File: src/rtl/gpu_raster_pkg.sv
// Shared raster-pipeline definitions: coordinate/error widths, screen limits and FSM encodings.
// The framebuffer writer reads the same screen limits, so they live here.
`timescale 1ns/1ps
package gpu_raster_pkg;

  localparam int COORD_W_DEFAULT  = 11;
  localparam int ERR_W_DEFAULT    = COORD_W_DEFAULT + 3;
  localparam int SCREEN_W_DEFAULT = 640;
  localparam int SCREEN_H_DEFAULT = 480;

  // Rasterizer FSM, kept as plain constants so older blocks can share the encoding.
  typedef logic [1:0] state_t;
  localparam state_t IDLE  = 2'd0;
  localparam state_t SETUP = 2'd1;
  localparam state_t DRAW  = 2'd2;

endpackage

File: src/rtl/bresenham_step.sv
// One integer Bresenham step: from the pre-step error and current pixel, produce the next
// error term and pixel. Purely combinational.
`timescale 1ns/1ps
module bresenham_step #(
  parameter int COORD_W = 11,
  parameter int ERR_W   = COORD_W + 3
) (
  input  logic signed [ERR_W-1:0]   err,
  input  logic signed [ERR_W-1:0]   dx,
  input  logic signed [ERR_W-1:0]   dy,
  input  logic                      sx_neg,
  input  logic                      sy_neg,
  input  logic        [COORD_W-1:0] cur_x,
  input  logic        [COORD_W-1:0] cur_y,
  output logic signed [ERR_W-1:0]   next_err,
  output logic        [COORD_W-1:0] next_x,
  output logic        [COORD_W-1:0] next_y
);

  localparam logic [COORD_W-1:0] ONE = COORD_W'(1);

  logic signed [ERR_W-1:0] e2;

  // NOTE: every output gets a default before the ifs, otherwise a missed branch infers a latch.
  always_comb begin
    e2       = err <<< 1;
    next_err = err;
    next_x   = cur_x;
    next_y   = cur_y;
    // Both tests use the pre-step e2; the two corrections accumulate.
    if (e2 >= dy) begin
      next_err = next_err + dy;
      next_x   = sx_neg ? cur_x - ONE : cur_x + ONE;
    end
    if (e2 <= dx) begin
      next_err = next_err + dx;
      next_y   = sy_neg ? cur_y - ONE : cur_y + ONE;
    end
  end

endmodule

File: src/rtl/line_rasterizer.sv
// Turns a vertex pair into a stream of on-screen pixel writes with Bresenham stepping.
// One pixel retires per cycle; off-screen pixels are skipped without being presented.
`timescale 1ns/1ps
module line_rasterizer
  import gpu_raster_pkg::*;
#(
  parameter int COORD_W  = COORD_W_DEFAULT,
  parameter int SCREEN_W = SCREEN_W_DEFAULT,
  parameter int SCREEN_H = SCREEN_H_DEFAULT
) (
  input  logic        clock,
  input  logic        reset_n,
  input  logic        in_valid,
  output logic        in_ready,
  input  logic [15:0] in_x0,
  input  logic [15:0] in_y0,
  input  logic [15:0] in_x1,
  input  logic [15:0] in_y1,
  input  logic [15:0] in_color,
  output logic        out_valid,
  input  logic        out_ready,
  output logic [15:0] out_x,
  output logic [15:0] out_y,
  output logic [15:0] out_color,
  output logic        busy,
  output logic        line_done
);

  localparam int ERR_W = COORD_W + 3;

  typedef logic        [COORD_W-1:0] coord_t;
  typedef logic signed [ERR_W-1:0]   err_t;

  // One extra bit so limits up to 2**COORD_W still compare correctly.
  localparam logic [COORD_W:0] X_LIMIT = (COORD_W+1)'(SCREEN_W);
  localparam logic [COORD_W:0] Y_LIMIT = (COORD_W+1)'(SCREEN_H);

  state_t      state;
  coord_t      x0, y0, x1, y1;
  coord_t      cur_x, cur_y;
  logic [15:0] color;
  err_t        dx, dy, err;
  logic        sx_neg, sy_neg;

  err_t   x0_e, y0_e, x1_e, y1_e;
  err_t   diff_x, diff_y, abs_x, abs_y;
  err_t   next_err;
  coord_t next_x, next_y;
  logic   visible, at_end, retire;

  // Upper port bits beyond COORD_W carry no meaning for this block.
  logic unused_hi;
  assign unused_hi = ^{in_x0[15:COORD_W], in_y0[15:COORD_W],
                       in_x1[15:COORD_W], in_y1[15:COORD_W]};

  always_comb begin
    x0_e   = {{(ERR_W-COORD_W){1'b0}}, x0};
    y0_e   = {{(ERR_W-COORD_W){1'b0}}, y0};
    x1_e   = {{(ERR_W-COORD_W){1'b0}}, x1};
    y1_e   = {{(ERR_W-COORD_W){1'b0}}, y1};
    diff_x = x1_e - x0_e;
    diff_y = y1_e - y0_e;
    abs_x  = diff_x[ERR_W-1] ? -diff_x : diff_x;
    abs_y  = diff_y[ERR_W-1] ? -diff_y : diff_y;
  end

  bresenham_step #(
    .COORD_W (COORD_W),
    .ERR_W   (ERR_W)
  ) u_step (
    .err      (err),
    .dx       (dx),
    .dy       (dy),
    .sx_neg   (sx_neg),
    .sy_neg   (sy_neg),
    .cur_x    (cur_x),
    .cur_y    (cur_y),
    .next_err (next_err),
    .next_x   (next_x),
    .next_y   (next_y)
  );

  always_comb begin
    visible = ({1'b0, cur_x} < X_LIMIT) && ({1'b0, cur_y} < Y_LIMIT);
    at_end  = (cur_x == x1) && (cur_y == y1);
    // A clipped pixel never waits on downstream.
    retire  = (state == DRAW) && (!visible || out_ready);
  end

  assign in_ready  = (state == IDLE);
  assign busy      = (state == SETUP) || (state == DRAW);
  assign out_valid = (state == DRAW) && visible;
  assign line_done = retire && at_end;
  assign out_x     = {{(16-COORD_W){1'b0}}, cur_x};
  assign out_y     = {{(16-COORD_W){1'b0}}, cur_y};
  assign out_color = color;

  // NOTE: sequential state uses non-blocking assignments so every register samples pre-edge values.
  always_ff @(posedge clock or negedge reset_n) begin
    if (!reset_n) begin
      state  <= IDLE;
      x0     <= '0;
      y0     <= '0;
      x1     <= '0;
      y1     <= '0;
      cur_x  <= '0;
      cur_y  <= '0;
      color  <= '0;
      dx     <= '0;
      dy     <= '0;
      err    <= '0;
      sx_neg <= 1'b0;
      sy_neg <= 1'b0;
    end else begin
      case (state)
        IDLE: begin
          if (in_valid) begin
            x0    <= in_x0[COORD_W-1:0];
            y0    <= in_y0[COORD_W-1:0];
            x1    <= in_x1[COORD_W-1:0];
            y1    <= in_y1[COORD_W-1:0];
            color <= in_color;
            state <= SETUP;
          end
        end
        SETUP: begin
          dx     <= abs_x;
          dy     <= -abs_y;
          err    <= abs_x - abs_y;
          sx_neg <= !(x0 < x1);
          sy_neg <= !(y0 < y1);
          cur_x  <= x0;
          cur_y  <= y0;
          state  <= DRAW;
        end
        DRAW: begin
          if (retire) begin
            if (at_end) begin
              state <= IDLE;
            end else begin
              err   <= next_err;
              cur_x <= next_x;
              cur_y <= next_y;
            end
          end
        end
        default: state <= IDLE;
      endcase
    end
  end

endmodule

File: config.mk
export PLATFORM = sky130hd
export DESIGN_NAME = line_rasterizer
export DESIGN_NICKNAME = d
export VERILOG_FILES = /design/src/rtl/gpu_raster_pkg.sv /design/src/rtl/bresenham_step.sv /design/src/rtl/line_rasterizer.sv
export SDC_FILE = /design/constraint.sdc
export NUM_CORES = 1
export LEC_CHECK = 0
export CAP_MARGIN = 20
export CORE_MARGIN = 2
export CORE_UTILIZATION = 50
export DETAILED_ROUTE_END_ITERATION = 8
export PLACE_DENSITY_LB_ADDON = 0.12
export SLEW_MARGIN = 20
export SYNTH_ARGS = -nofsm -noshare
export SYNTH_HDL_FRONTEND = slang
export SYNTH_SLANG_ARGS = --single-unit
File: constraint.sdc
create_clock -name clock -period 6.65 [get_ports clock]
set_input_delay 1.995 -clock clock [delete_from_list [all_inputs] [get_ports clock]]
set_output_delay 1.995 -clock clock [all_outputs]
set_load 0.05 [all_outputs]
== Yosys cells after proc, flatten, opt, wreduce, memory -nomap -nowiden ==
Index checks and enable logic that the tools add are counted.

* Bits in registers: 128

* $add $sub $neg: 12
* Order comparisons: 6
* Equality and inequality tests: 10
* Muxes and demuxes: 21
* Reductions and logical operators: 17

{| class="wikitable"
|+ Operator list
! kind !! count
|-
| $mux 11 || 8
|-
| $mux 14 || 6
|-
| $pmux 11 s2 || 2
|-
| $add 14x14->14 || 2
|-
| $neg 12->14 || 2
|-
| $pmux 14 s2 || 1
|-
| $sub 11x11->12 || 2
|-
| $add 11x1->11 const B || 2
|-
| $eq 11x11->1 || 2
|-
| $lt 11x11->1 || 2
|-
| $sub 11x1->11 const B || 2
|-
| $ge 14x14->1 || 1
|-
| $le 14x14->1 || 1
|-
| $neg 14->14 || 1
|-
| $sub 14x14->14 || 1
|-
| $lt 11x10->1 const B || 1
|-
| $lt 11x9->1 const B || 1
|-
| $ne 2x2->1 const B || 4
|-
| $reduce_and 4->1 || 2
|-
| $mux 2 || 3
|-
| $pmux 2 s3 || 1
|-
| $reduce_and 3->1 || 2
|-
| $logic_and 1x1->1 || 5
|-
| $ne 2x1->1 const B || 2
|-
| 7 further kinds || 10
|}

== Longest topological paths before layout ==
Gate-level depths: netlist of run 1.

* Depth in word-level cells: 7
* Gate-level depth with buffers: 22

== By module ==
Synthesis of run 1 repeated with hierarchy kept, for this count alone.

* Cell total of the unflattened synthesis: 1266
* Area total of the unflattened synthesis: 11325.9 µm²

{| class="wikitable"
|+ By module, submodules not included
! module !! times used !! cells each !! area an instance (µm²)
|-
| line_rasterizer || 1 || 801 || 8051.5
|-
| bresenham_step || 1 || 465 || 3274.4
|}

== Worst setup path before layout of run 1 ==
Ideal clock, no wire load.

* Path type: input-to-output
* Start point: in out_ready
* End point: out line_done
* Data arrival time: 3.082 ns
* Setup slack: 1.573 ns
* Stages on the path: 2
* Path through: nor2_1 > nor3_1

* Longest elaborated chain between the ends: 3

{| class="wikitable"
|+ Ends and longest elaborated chain
! element !! RTL line !! text
|-
| start: declaration || line_rasterizer.sv:21 || <nowiki>input logic out_ready,</nowiki>
|-
| $logic_or 1x1->1 || line_rasterizer.sv:87 || <nowiki>retire = (state == DRAW) && (!visible || out_ready);</nowiki>
|-
| $logic_and 1x1->1 || line_rasterizer.sv:87 ||
|-
| $logic_and 1x1->1 || line_rasterizer.sv:93 || <nowiki>assign line_done = retire && at_end;</nowiki>
|-
| end: declaration || line_rasterizer.sv:26 || <nowiki>output logic line_done</nowiki>
|}

No other way between the ends.

== Worst setup path in the final report of run 1 ==
Ends and elaborated chain as after synthesis.

==> summary.md, run 1 <==
| Metric | Value |
|---|---|
| Vias in the first global route | `8633` |
| Area growth, synth to finish | `17.4%` |
| Combinational family with the most area after synthesis | `compound AO/OA/AOI/OAI gates` |
| Cell count after synthesis | `1168` |
| Layout cells sized above 1 | `13.0%` |
| Fraction of the mapped netlist area in adder cells | `14.0%` |
| DR vias/cell | `5.58` |
| Drt pass-1 iters | `6` |
| Fin crit share | `82.4%` |
| Max Cap Violations | `0` |
| Detailed Route WL | `26600 um` |
| # nets final | `1464` |
| Multiplexer share of the synthesized area | `9.80%` |
| Placed Area | `0.0120 sq mm` |
| Crit path cell chain | `clkdlybuf4s50_1 > nor2_1 > nor3_1 > clkdlybuf4s50_1` |
| Clock tree buffer depth | `2` |
| Synth cell types | `89` |
| Syn avg cell area | `9.16 sq um` |
| Critical Path Sink Type | `output pin` |
| Post-synth EDFFs | `0` |
| Cells after DPL | `1522` |
| CTS tree | `done` |
| Run status | `complete, no violations` |
| DRT antenna net count | `0` |
| Multi-input gate area | `0.00702 sq mm` |
| Worst path bufs/invs | `2` |
| Worst path arrival time | `3480 ps` |
| Critical path's top delay family | `buffers and inverters` |
| Slew @ Worst Pin | `895 ps` |
| Htree depth | `4` |
| Filler instances | `1871` |
| Crit-path most repeated cell | `clkdlybuf4s50_1` |
| Setup_tns | `0 ps` |
| # hold bufs at CTS | `0` |
| Global-route wire length before repair | `43100 um` |
| Max FO, Critical Path | `3` |
| HPWL Detailed | `20400 um` |
| Root cell of the clock tree | `clkbuf_16` |
| Antenna diode count | `0` |
| Slowest stage delay, CP | `840 ps` |
| Antenna violations before repair | `0` |
| DR iter-0 viols | `320` |
| Synth Area in Simple Gates | `14.6%` |
| Mapped cell area | `0.0107 sq mm` |
| Gr ovfl total | `0` |
| GP Congestion | `0.866` |
| Xor/xnor share of the synthesized area | `9.32%` |
| Storage cell area | `0.00318 sq mm` |
| Worst hold path type | `reg2reg` |
| Clk_skew | `17.9 ps` |
| TritonCTS sink count | `127` |
| Post-cts resize count | `0` |
| Reg clk slew, reported paths | `60 ps` |
| RSZ-0062 raised after global routing | `no` |
| Post-CTS Repair Setup Buffers | `0` |
| Async set-reset flop share out of synthesis | `100%` |
| Post-DR wirelength/cell | `17.1 um` |
| Crit path kind | `in2out` |
| Synth Register Bits | `127` |
| Seq/Total Area, Yosys | `29.7%` |
| Final Max Tran Viols | `0` |
| Final std cells w/o fill | `1554` |
| Routed via count | `8673` |
| Achievable Freq | `182 MHz` |
| Die width | `150 um` |
| Top FF cell, synth | `dfrtp_1` |
| Required @ worst endpoint | `4660 ps` |
| Relative slew margins | `40.3%` |
| I/O Pins | `136` |
| Die area | `0.0226 sq mm` |
| Slowest stage cell, crit path | `clkdlybuf4s50_1` |
| Most frequent cells in the layout | `127 x dfrtp_1, 106 x ha_1, 104 x clkdlybuf4s50_1` |
| CP startpoint kind | `input port` |
| Final hold violations | `0` |
| Commonest non-fill, non-tap cell in the layout | `dfrtp_1` |
| CTS buffer count | `17` |
| GRT Util Overall | `24.2%` |
| DIE HEIGHT | `150 um` |
| Initial Util | `50.9%` |
| Synth Area in Compound Gates | `17.3%` |
| Largest net degree at the start of global routing | `86` |
| Final setup violation count | `0` |
| Port bufs | `105` |
| DRC Markers | `0` |
| # rows | `53` |
| Yosys Warn Count | `0` |
| Core area | `0.0210 sq mm` |
| Fin area | `0.0126 sq mm` |
| Worst-Skew Late Latency | `430 ps` |
| Min cycle time layout | `5480 ps` |
==> path summary, 6_finish.rpt <==
| path | startpoint | endpoint | slack (ps) | cells past startpoint |
|---|---|---|---|---|
| worst min register to register | dx[13] | dx[13] | 500 | 2 |
| min in group asynchronous | reset_n | x0[8] | 1590 | 1 |
| worst max register to register | err[6] | err[12] | 1420 | 21 |
| worst max-delay path | out_ready | line_done | 1170 | 4 |
| max in group asynchronous | reset_n | err[8] | 3960 | 2 |
| worst min-delay path | dx[13] | dx[13] | 500 | 2 |
==> worst register-to-register path: stages (launching register included) <==
cell	delay, ps
dfrtp_1	450
ha_1	320
a21o_1	190
a211oi_1	230
o21ai_0	120
o311a_1	170
a21boi_0	140
o21ai_1	480
mux2_2	430
ha_1	200
inv_1	70
fa_1	170
nor2b_1	70
o31a_1	290
o41ai_2	310
o21ai_1	190
o41ai_2	260
xnor2_1	130
o211ai_1	220
a2111oi_0	140
a41o_1	240
a2111oi_2	320
==> synth_stat cells, drive strengths merged (8+ instances only) <==
cell | instances | area (sq um)
a211oi | 19 | 170
a21boi | 9 | 67.6
a21o | 18 | 135
a21oi | 88 | 455
a31oi | 9 | 71.3
buf | 27 | 158
clkbuf | 17 | 63.8
dfrtp | 127 | 3180
ha | 107 | 1340
inv | 90 | 338
mux2 | 78 | 878
mux2i | 17 | 170
nand2 | 74 | 285
nand2b | 15 | 93.8
nand3 | 24 | 120
nand4 | 18 | 113
nor2 | 95 | 364
nor2b | 16 | 100
nor3 | 30 | 155
nor4 | 8 | 71.3
o21a | 8 | 60.1
o21ai | 76 | 395
or3 | 11 | 73.8
xnor2 | 67 | 654
xor2 | 34 | 343
==> state kept, by name (all words and copies together), names as in the netlist, 2 cells and up <==
register,count
x0,11
x1,11
err,13
y0,11
cur_x,11
dx,14
state,2
y1,11
dy,14
cur_y,11
out_color,16
==> layer usage <==
| metal | track usage, % | up-vias | share of wire [%] | wire length, um |
|---|---|---|---|---|
| met3 | 5.30 | 23 | 5.1 | 1360 |
| li1 | - | 4346 | - | - |
| met5 | 0 | - | 0 | 0 |
| met4 | 5.99 | 0 | 1.2 | 325 |
| met1 | 31.9 | 4131 | 47 | 12400 |
| met2 | 40.3 | 173 | 47 | 12500 |
==> logic make-up (layout without fill, tap and decap cells) <==
group / after synthesis / in the layout
xor gates and xnor gates: 101 / 101
DFF: 127 / 127
adders and majority gates: 116 / 116
buffers and inverters: 134 / 236
muxes: 95 / 95
and+or+nand+nor: 315 / 315
other: 1 / 10
AOI/OAI and AO/OA: 279 / 279
==> cell type report <==
| class | instances | area share (%) |
|---|---|---|
| clock buffer | 18 | 3.41 |
| clock inverter | 14 | 1.16 |
| inverter | 90 | 2.69 |
| multi-input combinational | 916 | 55.8 |
| sequential | 127 | 25.3 |
| tap | 275 | 2.74 |
| timing repair buffer | 114 | 8.91 |
==> metrics by stage <==
stage / hold WS [ps] / worst slack, ps / util [%]
floorplan: 449 / 1570 / -
global placement: 485 / 1160 / 57.1
detailed placement: 493 / 1190 / 57.1
CTS: 506 / 1170 / 59.8
global route: 516 / 1100 / 59.8
finish: 496 / 1170 / 59.8
Power of run 1 is not shown: default switching activity piles up to over one toggle a cycle in this logic, so the estimate is an artifact.
==> inputs of run 2 (changes only) <==
- clock period: 6.65 -> 5.1 ns (I/O delays scaled with it)
==> run 2 against run 1 <==
Compared with the run above: design area up 1.6%; count of clock-buffer cells in the layout did not move; sequential cell count stayed put; utilization rose by 0.96 points; final cell count up 0.84%; setup slack got worse by 970 ps; clock skew is 4.2 ps lower; critical endpoint is now err[12]; register-to-register slack worse by 1200 ps; sequential share of layout area shrank 0.39 points.
==> summary.md, run 2 (synthesis results as in run 1) <==
| Metric | Value |
|---|---|
| TritonCTS sink count | `127 (unchanged)` |
| # rows | `53 (unchanged)` |
| DR iter-0 viols | `448 (+40%)` |
| CTS tree | `done` |
| Clock tree buffer depth | `2 (unchanged)` |
| Max FO, Critical Path | `3 (unchanged)` |
| Filler instances | `1871 (unchanged)` |
| Root cell of the clock tree | `clkbuf_16` |
| Antenna diode count | `0 (unchanged)` |
| Hold EP | `dx[13]` |
| GRT Util Overall | `24.6% (+0.41 points)` |
| Largest register FFs | `16 (unchanged)` |
| Port bufs | `105 (unchanged)` |
| Gr ovfl total | `0 (unchanged)` |
| Layout cells sized above 1 | `15.2% (+2.2 points)` |
| DIE HEIGHT | `150 um (unchanged)` |
| Min-delay src | `dx[13]` |
| Core area | `0.0210 sq mm (unchanged)` |
| I/O Pins | `136 (unchanged)` |
| Placed Area | `0.0121 sq mm (+0.47%)` |
| Commonest non-fill, non-tap cell in the layout | `dfrtp_1` |
| Worst reg2reg path startpoint | `dy[7]` |
| Fin area | `0.0128 sq mm (+1.6%)` |
| Final setup violation count | `0 (unchanged)` |
| Most frequent cells in the layout | `126 x dfrtp_1, 102 x ha_1, 102 x clkdlybuf4s50_1` |
| Drt pass-1 iters | `5 (-1)` |
| Global-route wire length before repair | `43400 um (+0.75%)` |
| Slew @ Worst Pin | `944 ps (+48.3 ps)` |
| Worst hold path type | `reg2reg` |
| DRC Markers | `0 (unchanged)` |
| Fin crit share | `96.0%` |
| GP Congestion | `0.865 (-0.10%)` |
| # nets final | `1477 (+0.89%)` |
| Reg clk slew, reported paths | `60 ps (about the same)` |
| Die area | `0.0226 sq mm (unchanged)` |
| Hold depth | `2 (unchanged)` |
| Antenna violations before repair | `1 (+1)` |
| Routed via count | `8772 (+1.1%)` |
| CP startpoint kind | `register` |
| Vias in the first global route | `8537 (-1.1%)` |
| Max Cap Violations | `0 (unchanged)` |
| Critical Path Sink Type | `register` |
| Min cycle time layout | `4900 ps` |
| Required @ worst endpoint | `5420 ps (+760 ps)` |
| Crit path kind | `reg2reg` |
| Die width | `150 um (unchanged)` |
| Htree depth | `4 (unchanged)` |
| Slack of the critical path | `204 ps (-967 ps)` |
| Initial Util | `50.9% (unchanged)` |
| Area growth, synth to finish | `19.3%` |
| Worst path arrival time | `5220 ps (+1740 ps)` |
| HPWL Detailed | `20500 um (+0.74%)` |
| Final std cells w/o fill | `1567 (+0.84%)` |
| Run status | `complete, no violations` |
| Pre-CTS WS | `112 ps (-1070 ps)` |
| CTS buffer count | `17 (unchanged)` |
| Final hold violations | `0 (unchanged)` |
| Detailed Route WL | `27100 um (+2.0%)` |
| DR vias/cell | `5.60 (+0.30%)` |
| Final Max Tran Viols | `0 (unchanged)` |
| Post-DR wirelength/cell | `17.3 um (+1.2%)` |
| Worst Reg-to-Reg Cells | `22 (+4.8%)` |
| Worst reg2reg setup slack | `200 ps (-1220 ps)` |
| Cells after DPL | `1529 (+0.46%)` |
| Largest net degree at the start of global routing | `101 (+17%)` |
| DRT antenna net count | `0 (unchanged)` |
| Relative slew margins | `37.1% (-3.2 points)` |
| Worst-Skew Late Latency | `440 ps (about the same)` |
| Achievable Freq | `204 MHz` |
| R2R Path End | `err[12]` |
| Clk_skew | `13.7 ps (-4.19 ps)` |
run 2: what timing repair did:
| action | CTS | global route |
|---|---|---|
| setup endpoints to repair | 0 | 2 |
| hold buffers | 0 | 0 |
| resized for setup | 0 | 25 |
| setup buffers | 0 | 6 |
run 2: stage by stage:
stage | hold slack (ps) | setup TNS (ps) | utilization [%]
floorplan | 449 | 0 | -
global placement | 471 | 0 | 57.3
detailed placement | 476 | 0 | 57.3
CTS | 491 | 0 | 60.0
global route | 513 | -60.7 | 60.8
finish | 480 | 0 | 60.8
run 2: routing by layer:
layer	GRT usage, %	share of wire [%]	vias up
met3	4.61	4.6	29
li1	-	-	4352
met2	40.9	48	179
met1	32.9	46	4212
met5	0	0	-
met4	6.27	1.4	0
run 2: layout make-up:
| class | instances | area [sq um] | share of cell area, % |
|---|---|---|---|
| clock buffer | 18 | 439 | 3.44 |
| multi-input combinational | 916 | 7120 | 55.8 |
| sequential | 127 | 3180 | 24.9 |
| tap | 275 | 344 | 2.69 |
| inverter | 90 | 338 | 2.64 |
| clock inverter | 14 | 121 | 0.950 |
| timing repair buffer | 127 | 1230 | 9.62 |
run 2: critical path: stages (launching register included):
cell and delay (ps):
dfrtp_1 400, inv_1 100, ha_4 200, a21o_1 180, a211oi_2 190, o21ai_1 90
o311a_1 150, a21boi_2 180, o21ai_2 260, mux2_4 350, ha_4 170, inv_2 50
fa_2 190, nor2b_1 60, o31a_1 330, o41ai_4 370, o21ai_2 120, o41ai_2 350
xnor2_1 150, o211ai_1 340, a2111oi_4 120, a41o_1 230, a2111oi_2 190
run 2: how the worst max path moves through the flow:
stage | startpoint | end | cells after the start
2_1_floorplan | err[6] | err[12] | 20
3_3_place_gp | err[6] | err[12] | 20
3_5_place_dp | err[6] | err[12] | 21
4_1_cts | err[6] | err[12] | 21
5_1_grt | dy[7] | err[12] | 22
6_report | dy[7] | err[12] | 22
Power of run 2 is left out for the same reason.
==> inputs of run 3 (changes only) <==
- CELL_PAD_IN_SITES_DETAIL_PLACEMENT: unset -> 1
- CELL_PAD_IN_SITES_GLOBAL_PLACEMENT: unset -> 1
- CORE_ASPECT_RATIO: unset -> 1.1
- CORE_UTILIZATION: 50 -> 44
- SKIP_CTS_REPAIR_TIMING: unset -> 1
==> run 3 against run 2 <==
Compared with the run above: clock skew shrank 1.3 ps; routed wire length grew 17%; global-route usage grew 0.36 points; die area grew 13%; count of clock-buffer cells in the layout grew 1; register-to-register slack lost 20 ps; non-clock buffer count grew 10; largest cell class unchanged.
==> summary.md, run 3 (synthesis results as in run 1) <==
| Metric | Value |
|---|---|
| R2R Path End | `err[12]` |
| Detailed Route WL | `31700 um (+17%)` |
| Worst reg2reg setup slack | `190 ps (-20 ps)` |
| Fin crit share | `96.3% (+0.31 points)` |
| CTS buffer count | `17 (unchanged)` |
| HPWL Detailed | `24400 um (+19%)` |
| DIE HEIGHT | `168 um (+11%)` |
| Relative slew margins | `45.8% (+8.7 points)` |
| Final setup violation count | `0 (unchanged)` |
| Slack of the critical path | `188 ps (-15.6 ps)` |
| Gr ovfl total | `0 (unchanged)` |
| Routed via count | `9004 (+2.6%)` |
| Global-route wire length before repair | `51100 um (+18%)` |
| Min-delay src | `out_color[4]` |
| Htree depth | `4 (unchanged)` |
| GRT Util Overall | `24.9% (+0.36 points)` |
| Hold depth | `1 (-1)` |
| Final hold violations | `0 (unchanged)` |
| Layout cells sized above 1 | `15.7% (+0.57 points)` |
| Min cycle time layout | `4910 ps (+15.6 ps)` |
| CP startpoint kind | `register` |
| Drt pass-1 iters | `4 (-1)` |
| Worst reg2reg path startpoint | `err[6]` |
| Initial Util | `45.0% (-5.9 points)` |
| # rows | `59 (+11%)` |
| Worst-Skew Late Latency | `430 ps (about the same)` |
| Clock tree buffer depth | `2 (unchanged)` |
| Met3 GRT Util | `4.19% (-0.41 points)` |
| Max FO, Critical Path | `3 (unchanged)` |
| Most frequent cells in the layout | `127 x dfrtp_1, 103 x ha_1, 102 x clkdlybuf4s50_1` |
| Largest net degree at the start of global routing | `80 (-21%)` |
| DRT antenna net count | `0 (unchanged)` |
| I/O Pins | `136 (unchanged)` |
| Crit path kind | `reg2reg` |
| TritonCTS sink count | `127 (unchanged)` |
| DR vias/cell | `5.60 (about the same)` |
| Required @ worst endpoint | `5400 ps (-20 ps)` |
| Largest register FFs | `16 (unchanged)` |
| # nets final | `1487 (+0.68%)` |
| Achievable Freq | `204 MHz (-0.32%)` |
| Antenna violations before repair | `0 (-1)` |
| DRC Markers | `0 (unchanged)` |
| Reg clk slew, reported paths | `70 ps (about the same)` |
| Gr busiest metal | `met2` |
| Hold EP | `out_color[4]` |
| GP Congestion | `0.860 (-0.62%)` |
| Final Max Tran Viols | `0 (unchanged)` |
| Worst Reg-to-Reg Cells | `21 (-4.5%)` |
| Max Cap Violations | `0 (unchanged)` |
| Vias in the first global route | `9593 (+12%)` |
| Commonest non-fill, non-tap cell in the layout | `dfrtp_1` |
| Slew @ Worst Pin | `813 ps (-131 ps)` |
| Die width | `153 um (+1.6%)` |
| Worst hold path type | `reg2reg` |
| M2 GR Usage | `44.6% (+3.6 points)` |
| Area growth, synth to finish | `21.3%` |
| GR Layer Usage met1 | `30.6% (-2.3 points)` |
| Clk_skew | `12.4 ps (-1.28 ps)` |
| Antenna diode count | `0 (unchanged)` |
| Post-DR wirelength/cell | `19.7 um (+14%)` |
| Port bufs | `105 (unchanged)` |
| Core area | `0.0238 sq mm (+13%)` |
| DR iter-0 viols | `335 (-25%)` |
| Die area | `0.0256 sq mm (+13%)` |
| Root cell of the clock tree | `clkbuf_16` |
| Critical Path Sink Type | `register` |
| Run status | `complete, no violations` |
| CTS tree | `done` |
| Pre-CTS WS | `63.3 ps (-48.7 ps)` |
| Worst path arrival time | `5210 ps (about the same)` |
-- run 3: worst max-delay path: stages (launching register included) --
cell and delay (ps):
dfrtp_1 400, ha_1 330, a21o_1 180, a211oi_2 170, o21ai_1 90, o311a_1 140, a21boi_2 170, o21ai_2 240
mux2_4 350, ha_4 170, inv_2 50, fa_2 200, nor2b_2 50, o31a_1 330, o41ai_4 380, o21ai_2 110
o41ai_2 350, xnor2_1 170, a211o_1 320, a2111oi_2 360, a41o_1 150, a2111oi_2 40
-- run 3: metal layers --
layer / up-vias / wire length (um)
li1: 4373 / -
met1: 4438 / 14000
met2: 145 / 15900
met3: 48 / 1060
met4: 0 / 716
met5: - / 0
-- run 3: cell type report --
class | instances | area, sq um
fill | 2743 | 10800
multi-input combinational | 916 | 7100
sequential | 127 | 3180
timing repair buffer | 137 | 1320
clock buffer | 19 | 443
tap | 305 | 382
inverter | 90 | 338
clock inverter | 13 | 223
-- run 3: worst max-delay path by stage --
stage / start / to / cells after the start
final: err[6] / err[12] / 21
after global routing: dy[7] / err[12] / 22
after CTS: x0[4] / err[12] / 19
after detailed placement: dy[7] / err[12] / 22
after global placement: dy[7] / err[12] / 22
after floorplan: err[6] / err[12] / 20
-- run 3: stage by stage --
step,instance area [sq um],hold WS (ps),TNS (ps),utilization [%],std cells
after global placement,12200,483,0,51.2,1569
after global routing,13000,526,-57.3,54.6,1607
after CTS,12800,508,-2.75,54.0,1601
after detailed placement,12200,491,0,51.2,1569
final,13000,504,0,54.6,1607
after floorplan,10700,449,0,-,1177
Power of run 3 is left out for the same reason.
